--- config.mk ---
export PLATFORM = sky130hd
export DESIGN_NAME = lmmi_to_ahbl_bridge
export DESIGN_NICKNAME = d
export VERILOG_FILES = /design/src/rtl/lmmi_to_ahbl_bridge.sv
export SDC_FILE = /design/constraint.sdc
export NUM_CORES = 1
export LEC_CHECK = 0
export ABC_AREA = 1
export ABC_CLOCK_PERIOD_IN_PS = 1500
export CORE_UTILIZATION = 44
export CTS_CLUSTER_DIAMETER = 100
export CTS_CLUSTER_SIZE = 10
export DETAILED_ROUTE_END_ITERATION = 6
export PLACE_DENSITY = 0.8
export RECOVER_POWER = 50
export SKIP_LAST_GASP = 1
export SLEW_MARGIN = 25
export SYNTH_ARGS = -nofsm -noshare
export SYNTH_HDL_FRONTEND = slang
export SYNTH_SLANG_ARGS = --single-unit
--- constraint.sdc ---
create_clock -name clk_i -period 1.5 [get_ports clk_i]
set_input_delay 0.3 -clock clk_i [delete_from_list [all_inputs] [get_ports clk_i]]
set_output_delay 0.3 -clock clk_i [all_outputs]
set_load 0.02 [all_outputs]
--- src/rtl/lmmi_to_ahbl_bridge.sv ---
// LMMI target to AHB-Lite manager bridge: each LMMI access becomes one NONSEQ SINGLE transfer.
// Optional sticky bus-error flag on lmmi_error_o is enabled by defining LMMI2AHBL_ERR_FLAG_EN.
module lmmi_to_ahbl_bridge #(
    parameter int          DATA_WIDTH = 32,
    parameter int          ADDR_WIDTH = 15,
    parameter logic [31:0] AHBL_BASE  = 32'h0000_0000
) (
    input  logic                  clk_i,
    input  logic                  rst_n_i,
    input  logic                  lmmi_request_i,
    input  logic                  lmmi_wr_rdn_i,
    input  logic [ADDR_WIDTH-1:0] lmmi_offset_i,
    input  logic [DATA_WIDTH-1:0] lmmi_wdata_i,
    output logic                  lmmi_ready_o,
    output logic [DATA_WIDTH-1:0] lmmi_rdata_o,
    output logic                  lmmi_rdata_valid_o,
    output logic                  lmmi_error_o,
    output logic [31:0]           ahbl_haddr_o,
    output logic [1:0]            ahbl_htrans_o,
    output logic                  ahbl_hwrite_o,
    output logic [2:0]            ahbl_hsize_o,
    output logic [2:0]            ahbl_hburst_o,
    output logic [3:0]            ahbl_hprot_o,
    output logic                  ahbl_hmastlock_o,
    output logic [DATA_WIDTH-1:0] ahbl_hwdata_o,
    input  logic                  ahbl_hready_i,
    input  logic                  ahbl_hresp_i,
    input  logic [DATA_WIDTH-1:0] ahbl_hrdata_i
);

    // Handshakes: an LMMI request is taken when lmmi_request_i and lmmi_ready_o are both high
    // at a clock edge; an AHB phase ends at an edge where ahbl_hready_i is high.
    typedef enum logic [1:0] {
        ST_IDLE = 2'd0,
        ST_ADDR = 2'd1,
        ST_DATA = 2'd2
    } state_t;

    localparam logic [1:0] HTRANS_IDLE   = 2'b00;
    localparam logic [1:0] HTRANS_NONSEQ = 2'b10;

    state_t                state;
    logic [DATA_WIDTH-1:0] wdata_q;
    logic [31:0]           req_addr;
    logic                  accept;

    assign ahbl_hsize_o     = 3'b010;
    assign ahbl_hburst_o    = 3'b000;
    assign ahbl_hprot_o     = 4'b0011;
    assign ahbl_hmastlock_o = 1'b0;

    assign accept = (state == ST_IDLE) && lmmi_request_i && lmmi_ready_o;

    // Word offset becomes a byte address, zero-extended, with the base OR'ed on top.
    always_comb begin
        req_addr = AHBL_BASE;
        req_addr[ADDR_WIDTH+1:0] = AHBL_BASE[ADDR_WIDTH+1:0] | {lmmi_offset_i, 2'b00};
    end

    always_ff @(posedge clk_i or negedge rst_n_i) begin
        if (!rst_n_i) begin
            state              <= ST_IDLE;
            lmmi_ready_o       <= 1'b0;
            lmmi_rdata_o       <= '0;
            lmmi_rdata_valid_o <= 1'b0;
            ahbl_haddr_o       <= '0;
            ahbl_htrans_o      <= HTRANS_IDLE;
            ahbl_hwrite_o      <= 1'b0;
            ahbl_hwdata_o      <= '0;
            wdata_q            <= '0;
`ifdef LMMI2AHBL_ERR_FLAG_EN
            lmmi_error_o       <= 1'b0;
`endif
        end else begin
            lmmi_rdata_valid_o <= 1'b0;
            case (state)
                ST_IDLE: begin
                    if (accept) begin
                        wdata_q       <= lmmi_wdata_i;
                        ahbl_haddr_o  <= req_addr;
                        ahbl_hwrite_o <= lmmi_wr_rdn_i;
                        ahbl_htrans_o <= HTRANS_NONSEQ;
                        lmmi_ready_o  <= 1'b0;
`ifdef LMMI2AHBL_ERR_FLAG_EN
                        lmmi_error_o  <= 1'b0;
`endif
                        state         <= ST_ADDR;
                    end else begin
                        lmmi_ready_o  <= 1'b1;
                    end
                end
                ST_ADDR: begin
                    if (ahbl_hready_i) begin
                        ahbl_htrans_o <= HTRANS_IDLE;
                        ahbl_hwdata_o <= wdata_q;
                        state         <= ST_DATA;
                    end
                end
                ST_DATA: begin
                    // An ERROR first cycle has hready low and is simply waited out here.
                    if (ahbl_hready_i) begin
                        lmmi_ready_o <= 1'b1;
                        state        <= ST_IDLE;
                        if (!ahbl_hwrite_o) begin
                            lmmi_rdata_o       <= ahbl_hresp_i ? {DATA_WIDTH{1'b1}} : ahbl_hrdata_i;
                            lmmi_rdata_valid_o <= 1'b1;
                        end
`ifdef LMMI2AHBL_ERR_FLAG_EN
                        if (ahbl_hresp_i) lmmi_error_o <= 1'b1;
`endif
                    end
                end
                default: begin
                    ahbl_htrans_o <= HTRANS_IDLE;
                    lmmi_ready_o  <= 1'b0;
                    state         <= ST_IDLE;
                end
            endcase
        end
    end

`ifndef LMMI2AHBL_ERR_FLAG_EN
    assign lmmi_error_o = 1'b0;
`endif

endmodule
# Yosys cells after proc, flatten, opt, wreduce, memory -nomap -nowiden
# Cells that the tools add are included.
# word_totals
memories	0
latchBits	0
reg_bits	118
out_inout_bits	113
ram_bits	0
input_bits	85
romBits	0
word_cells	39
# classes
n_shift	0
reduce_logical	9
muxes	13
addsub	0
bitwise_logic	3
n_mul	0
div_mod_pow	0
n_lt_le_gt_ge	0
n_eq_ne	5
# ops
op	count
two-way mux 32 bit	1
case mux 2 bit (3 select lines)	2
AND reduction 3 bit	3
two-way mux 2 bit	4
inequality test 2 bit (second input constant)	3
AND reduction 2 bit	3
two-way mux 1 bit	5
inverter 1 bit	3
case mux 1 bit (3 select lines)	1
equality test 2 x 1 -> 1 bit (second input constant)	1
equality test 2 bit (second input constant)	1
logical AND 1 bit	2
zero test 2 bit	1

# Longest topological paths before layout
# Gate-level depths: netlist (run 1).
# logic_depth
ltp_word	5
depth_mapped	6
ltp_nobuf	5

# Worst setup path after synthesis (run 1)
# OpenSTA, ideal clock, no wires.
# synth_timing
path_kind	register to register
from	reg lmmi_ready_o
to	reg wdata_q[11]
period_less_slack_ns	1.198
path_stages_with_launch	7
n_path_buf	2
setup_slack_ns	0.302
setup_ns	0.066
required_ns	1.434
arrival_time_ns	1.132
cell_sequence	dfrtp_1 nand2_1 inv_1 buf_2 buf_2 nand3_1 nand2_1
# synth_between
elab_chain_len	2
# synth_rtl
item	line_no	source
from (decl)	14	output logic lmmi_ready_o,
from (signal assigned)	63	lmmi_ready_o <= 1'b0;
from (signal assigned)	83	lmmi_ready_o <= 1'b0;
from (signal assigned)	89	lmmi_ready_o <= 1'b1;
logical AND 1 bit	52	assign accept = (state == ST_IDLE) && lmmi_request_i && lmmi_ready_o;
AND reduction 2 bit (no source line)	--	
to (signal assigned)	79	wdata_q <= lmmi_wdata_i;
to (decl)	43	logic [DATA_WIDTH-1:0] wdata_q;
# Every way passes these cells.
# A chain may end at the register's enable or synchronous reset.

# Worst setup path in the final report (run 1)
# layout_timing
from	reg ahbl_hwrite_o
to	out ahbl_hwrite_o
# layout_rtl
item	line_no	source
from (decl)	20	output logic ahbl_hwrite_o,
from (signal assigned)	81	ahbl_hwrite_o <= lmmi_wr_rdn_i;
# No word-level cell between the ends.

==> impl_metrics.yaml, run 1 <==
worst_setup_path:
  r2r-start: "state[0]"
  cp_cell_sequence: "clkdlybuf4s15_1"
  crit_fanout: 3
  crit_arrival_ns: 1.16
  crit_required_ns: 1.20
  critPathMaxStageDelay_ns: 0.41
  crit_path_end_kind: "primary output"
  startpoint: "ahbl_hwrite_o"
  start_kind: "flip-flop"
  cp_top_family: "flip-flops"
  path_class: "flip-flop to primary output"
  worst-path-buf-inv: 1
  cp_slowest_cell: "dfrtp_1"
cts:
  cts_tree: "yes"
  root_buffer: "clkbuf_16"
  cts_buffers: 17
  clock_path_buffers: 2
  worstSkewPairLatency_ns: 0.40
  clk_pin_slew_ns: 0.06
  cts.sinks: 117
  htree_levels: 4
synth:
  synth_edf_count: 0
  synth_area_um2: 5120
  yosys.area.top_type: "dfrtp_1"
  synthFlopType: "dfrtp_1"
  post_synth_num_cell_types: 19
  synth_cells: 577
  yosysTopAreaCellShare: 0.572
  ys_seq_area_frac: 0.572
  ys_top_cells_by_area: "dfrtp_1 57%, nand2_1 15%, nand3_1 8.1%"
  synth.ff_latch_count: 117
  avgSynthCellArea_um2: 8.87
  ys_warn_count: 0
  async_flop_share: 1.00
layout:
  n_antenna_cell: 0
  syn_to_final_growth_pct: 44.0
  drive_gt1_frac: 0.117
  finalNetCount: 830
  post-route-util: 0.648
grt:
  grt_pass1_vias: 4103
  grt_max_degree: 70
  antenna_found_initial: 0
  grt_overflow: 0
  met2_usage: 0.351
  grt_use_met1: 0.256
  grtUsageTotal: 0.213
  grt.busiest_layer: "met2"
  met3_usage: 0.0664
  grt_pass1_wl_mm: 19.5
sta:
  finalMaxSlewViolations: 0
  worst_pin_slew_ns: 0.634
  hold_viol_final: 0
  post-route-min-period_ns: 1.46
  grt_setup_unrepaired: "no"
  final-setup-viol-count: 0
  setup_ws_ns: 0.0421
  slew-limit-headroom: 0.577
  max_freq_ghz: 0.686
  skew_ns: 0.00920
  min_period_over_period: 0.972
placed_design:
  portBuffers: 167
  dp_hpwl_mm: 8.52
  place_congestion: 0.722
  dp_slack_ns: -0.0629
pwr:
  clkPwrFrac: 0.277
  power-per-cell-area_nw_per_um2: 2160
  internal-power_mw: 9.84
  power.share.sequential: 0.338
  power.switching_mw: 6.07
  ir_drop_mv: 1.08
  pwr-share-comb: 0.385
  p_leak_nw: 3.90
  sw_frac_of_total: 0.382
hold_path:
  min-delay-path-class: "input port to async pin"
drt:
  drc_errors: 0
  ant_nets: 0
  drtIter0Drc: 269
  vias: 4280
  drt-total-wl_mm: 12.4
  wire_per_inst_um: 13.8
  avgViaCountPerCell: 4.75
  firstDrtPassIters: 4
run:
  maxCapViolations: 0
floorplan:
  core_area_um2: 11400
  fp-row-count: 39
  die_w_um: 110
  initial_utilization: 0.450
  die_h_um: 110
  top_level_ports: 198
  die-area_um2: 12100
outcome:
  status: "complete, no violations"
## cells in the final DEF, fill, tap and decap left out, drive strengths merged
cell type      netlist  layout
dlygate4sd3          0       1
dfrtp              117     117
bufinv               0       5
nand3               83      83
or2                 32      32
dlygate4sd2          0      82
clkbuf               6      24
nor2                 3       3
buf                 58      14
clkdlybuf4s50        0      83
conb                 2      30
clkdlybuf4s15        0       1
a21oi                2       2
clkinv               0       3
inv                 39      39
o21ai               33      33
clkinvlp             0       4
nand2              202     202
## area by class of cell
class / count / area [um2]
timing repair buffer: 185 / 1760
fill: 944 / 4000
tap: 143 / 179
clock inverter: 12 / 203
multi-input combinational: 385 / 1710
inverter: 39 / 146
sequential: 117 / 2930
clock buffer: 20 / 447
## layer usage
metal  part of all wire  vias to the layer above
li1                   -                     2074
met1               0.42                     2035
met2               0.49                      151
met3              0.075                       20
met4              0.019                        0
met5                  0                        -
## Yosys cell counts (2+ instances only)
library cell	count
a21oi_1	2
nand2_1	202
inv_1	37
dfrtp_1	117
buf_4	36
inv_2	2
buf_6	2
o21ai_1	19
buf_2	19
o21ai_2	13
conb_1	2
or2_2	32
clkbuf_1	5
nor2_2	2
nand3_1	83
## sequential cells by signal, indices dropped and copies added, names as in the netlist
name / count
lmmi_rdata_valid_o: 1
state: 2
ahbl_hwdata_o: 32
ahbl_haddr_o: 15
lmmi_rdata_o: 32
lmmi_ready_o: 1
wdata_q: 32
ahbl_htrans_o: 1
ahbl_hwrite_o: 1
## power groups by stage
stage	Combinational [mW]	Sequential (mW)	Clock (mW)
finish	6.13	5.38	4.40
detailed placement	7.07	5.46	0
floorplan	2.76	6.55	0
global route	6.80	5.55	4.62
CTS	6.42	5.40	4.48
global placement	6.85	5.40	0
## cell families after synthesis
kind of cell           after synthesis  synth area share
AOI/OAI and AO/OA                   35            0.0438
buffers and inverters              103             0.110
DFF                                117             0.572
other                                2           0.00147
and+or+nand+nor                    320             0.273
## repair_timing
item                       CTS  global route
gates resized for setup     83             1
hold buffers                 1             0
hold endpoints to repair    71             0
pin swaps                    0             0
setup endpoints to repair   83             1
buffers inserted             0             0
## path summary, 6_finish.rpt
check	to	slack, ns	depth (start not counted)
worst max register to register	wdata_q[27]	0.14	4
worst min-delay path	lmmi_rdata_o[23]	0.26	2
worst min register to register	lmmi_rdata_o[25]	0.46	2
min in group clk_i	ahbl_haddr_o[4]	0.45	3
worst max-delay path	ahbl_hwrite_o	0.04	1
max in group asynchronous	lmmi_rdata_o[7]	0.31	3
## stage by stage
| stage | TNS [ns] | area [um2] | instances | hold WS [ns] | power, mW |
|---|---|---|---|---|---|
| 2_1_floorplan | 0 | 5220 | 605 | 0.00441 | 9.31 |
| 3_3_place_gp | -0.0727 | 6910 | 868 | 0.104 | 12.2 |
| 3_5_place_dp | -1.48 | 6910 | 868 | 0.104 | 12.5 |
| 4_1_cts | 0 | 7460 | 901 | 0.219 | 16.3 |
| 5_1_grt | 0 | 7370 | 901 | 0.271 | 17.0 |
| 6_report | 0 | 7370 | 901 | 0.257 | 15.9 |
Note: power is estimated with default switching activity, not from simulation.
==> run 2: changes to the inputs <==
--- a/config.mk
+++ b/config.mk
@@ -7,11 +7,12 @@
 export LEC_CHECK = 0
 export ABC_AREA = 1
 export ABC_CLOCK_PERIOD_IN_PS = 1500
-export CORE_UTILIZATION = 44
+export CORE_UTILIZATION = 45
+export CTS_BUF_LIST = sky130_fd_sc_hd__clkbuf_4
 export CTS_CLUSTER_DIAMETER = 100
 export CTS_CLUSTER_SIZE = 10
 export DETAILED_ROUTE_END_ITERATION = 6
-export PLACE_DENSITY = 0.8
+export PLACE_DENSITY = 0.82
 export RECOVER_POWER = 50
 export SKIP_LAST_GASP = 1
 export SLEW_MARGIN = 25
==> impl_metrics.yaml, run 2 (same netlist as run 1, synthesis figures left out) <==
outcome:
  status: "complete, no violations"
cts:
  cts_tree: "yes"
  root_buffer: "clkbuf_4"
  clk_pin_slew_ns: 0.12
  clock_path_buffers: 2
  htree_levels: 4
  cts_buffers: 17
  worstSkewPairLatency_ns: 0.52
  cts.sinks: 117
hold_path:
  min-delay-path-class: "input port to flip-flop"
  whs_path_depth: 3
grt:
  antenna_found_initial: 0
  grtUsageTotal: 0.219
  grt_pass1_wl_mm: 19.7
  grt_pass1_vias: 4120
  grt_max_degree: 66
  grt_overflow: 0
pwr:
  power.switching_mw: 5.91
  power.share.sequential: 0.404
  sw_frac_of_total: 0.444
  internal-power_mw: 7.39
  pwr-share-comb: 0.440
  clkPwrFrac: 0.157
  ir_drop_mv: 1.36
  power-per-cell-area_nw_per_um2: 2000
  p_leak_nw: 3.58
worst_setup_path:
  start_kind: "flip-flop"
  r2r_setup_slack_ns: 0.16
  cp_cell_sequence: "buf_2"
  path_class: "flip-flop to primary output"
  critPathMaxStageDelay_ns: 0.42
  cp_top_family: "flip-flops"
  cp_slowest_cell: "dfrtp_1"
  crit_arrival_ns: 1.10
  crit_fanout: 2
  crit_path_end_kind: "primary output"
  r2r_cells: 5
  path_depth: 1
  crit_required_ns: 1.20
  worst-path-buf-inv: 1
floorplan:
  core_area_um2: 11000
  die_w_um: 109
  fp-row-count: 38
  initial_utilization: 0.466
  top_level_ports: 198
  die_h_um: 109
  die-area_um2: 11800
sta:
  whs_ns: 0.320
  final-setup-viol-count: 0
  worst_pin_slew_ns: 0.882
  slew-limit-headroom: 0.412
  hold_viol_final: 0
  finalMaxSlewViolations: 0
  min_period_over_period: 0.936
  skew_ns: 0.0154
  max_freq_ghz: 0.712
  grt_setup_unrepaired: "no"
  setup_ws_ns: 0.0958
  post-route-min-period_ns: 1.40
placed_design:
  dp_hpwl_mm: 8.37
  place_congestion: 0.785
  dp_slack_ns: -0.153
  place_area_um2: 6900
  portBuffers: 167
  dp.cells: 866
drt:
  drc_errors: 0
  avgViaCountPerCell: 4.75
  top_layer_used: "met4"
  met2_length_mm: 5.96
  drtIter0Drc: 232
  met3_wirelength_um: 951
  wire_per_inst_um: 13.8
  ant_nets: 0
  firstDrtPassIters: 4
  drt-total-wl_mm: 12.4
  drt-met1-wl_mm: 5.29
  vias: 4278
layout:
  post-route-util: 0.607
  drive_gt1_frac: 0.225
  fin_cells: 901
  most-common-layout-cells: "202 x nand2_1, 117 x dfrtp_1, 83 x nand3_1, 83 x clkdlybuf4s50_1, 83 x buf_2"
  finalNetCount: 832
  reg_top3: "ahbl_hwdata_o x32, lmmi_rdata_o x32, wdata_q x32"
  layout_commonest_cell: "nand2_1"
  final_cell_area_um2: 6670
  syn_to_final_growth_pct: 30.3
run:
  maxCapViolations: 0
run 2: cell count changes in the layout (fill, tap and decap cells not counted), moves of 3 or more:
cell           before  now
buf_2               0   83
dlygate4sd2_1      82    0
clkbuf_4            2   20
clkbuf_16          17    0
o21ai_0            13   26
o21ai_1            15    4
buf_4               7   11
bufinv_16           5    1
inv_6               0    3
run 2: metrics by stage:
| step | total power [mW] | setup TNS (ns) |
|---|---|---|
| floorplan | 9.31 | 0 |
| global placement | 12.2 | -4.41 |
| detailed placement | 12.5 | -9.24 |
| CTS | 13.7 | -0.0276 |
| global route | 14.3 | 0 |
| finish | 13.3 | 0 |
run 2: final cells by class:
| class | instances | area [um2] |
|---|---|---|
| diodes | 1 | 2.50 |
| clock buffers | 17 | 128 |
| clock inverters | 15 | 133 |
| fillers | 987 | 4310 |
| inverters | 39 | 146 |
| multi-input cells | 385 | 1700 |
| flip-flops and latches | 117 | 2930 |
| well taps | 140 | 175 |
| repair buffers | 187 | 1460 |
run 2: power by group through the flow:
stage	Clock [mW]	Combinational [mW]	Sequential (mW)
after CTS	2.13	6.24	5.37
after detailed placement	0	7.04	5.45
after global routing	2.28	6.51	5.54
final	2.08	5.85	5.37
after global placement	0	6.82	5.40
after floorplan	0	2.76	6.55
run 2: path summary, 6_finish.rpt:
check	end	start
min in group asynchronous	lmmi_rdata_o[25]	rst_n_i
max in group asynchronous	wdata_q[6]	rst_n_i
worst max-delay path	lmmi_rdata_o[28]	lmmi_rdata_o[28]
worst max register to register	ahbl_hwdata_o[24]	state[1]
worst min register to register	ahbl_haddr_o[7]	ahbl_haddr_o[7]
worst min-delay path	ahbl_haddr_o[11]	lmmi_offset_i[9]
run 2: what timing repair did:
action | 4_1_cts | 5_1_grt
endpoints found under the setup margin | 83 | 8
hold endpoints to repair | 117 | 0
gates resized for setup | 324 | 8
hold buffers | 1 | 0
setup buffers | 1 | 0
run 2: routing by layer:
| layer | vias up | global-route usage |
|---|---|---|
| met5 | - | 0 |
| met4 | 0 | 0.0840 |
| met3 | 17 | 0.0663 |
| met2 | 168 | 0.357 |
| met1 | 2006 | 0.274 |
| li1 | 2087 | - |
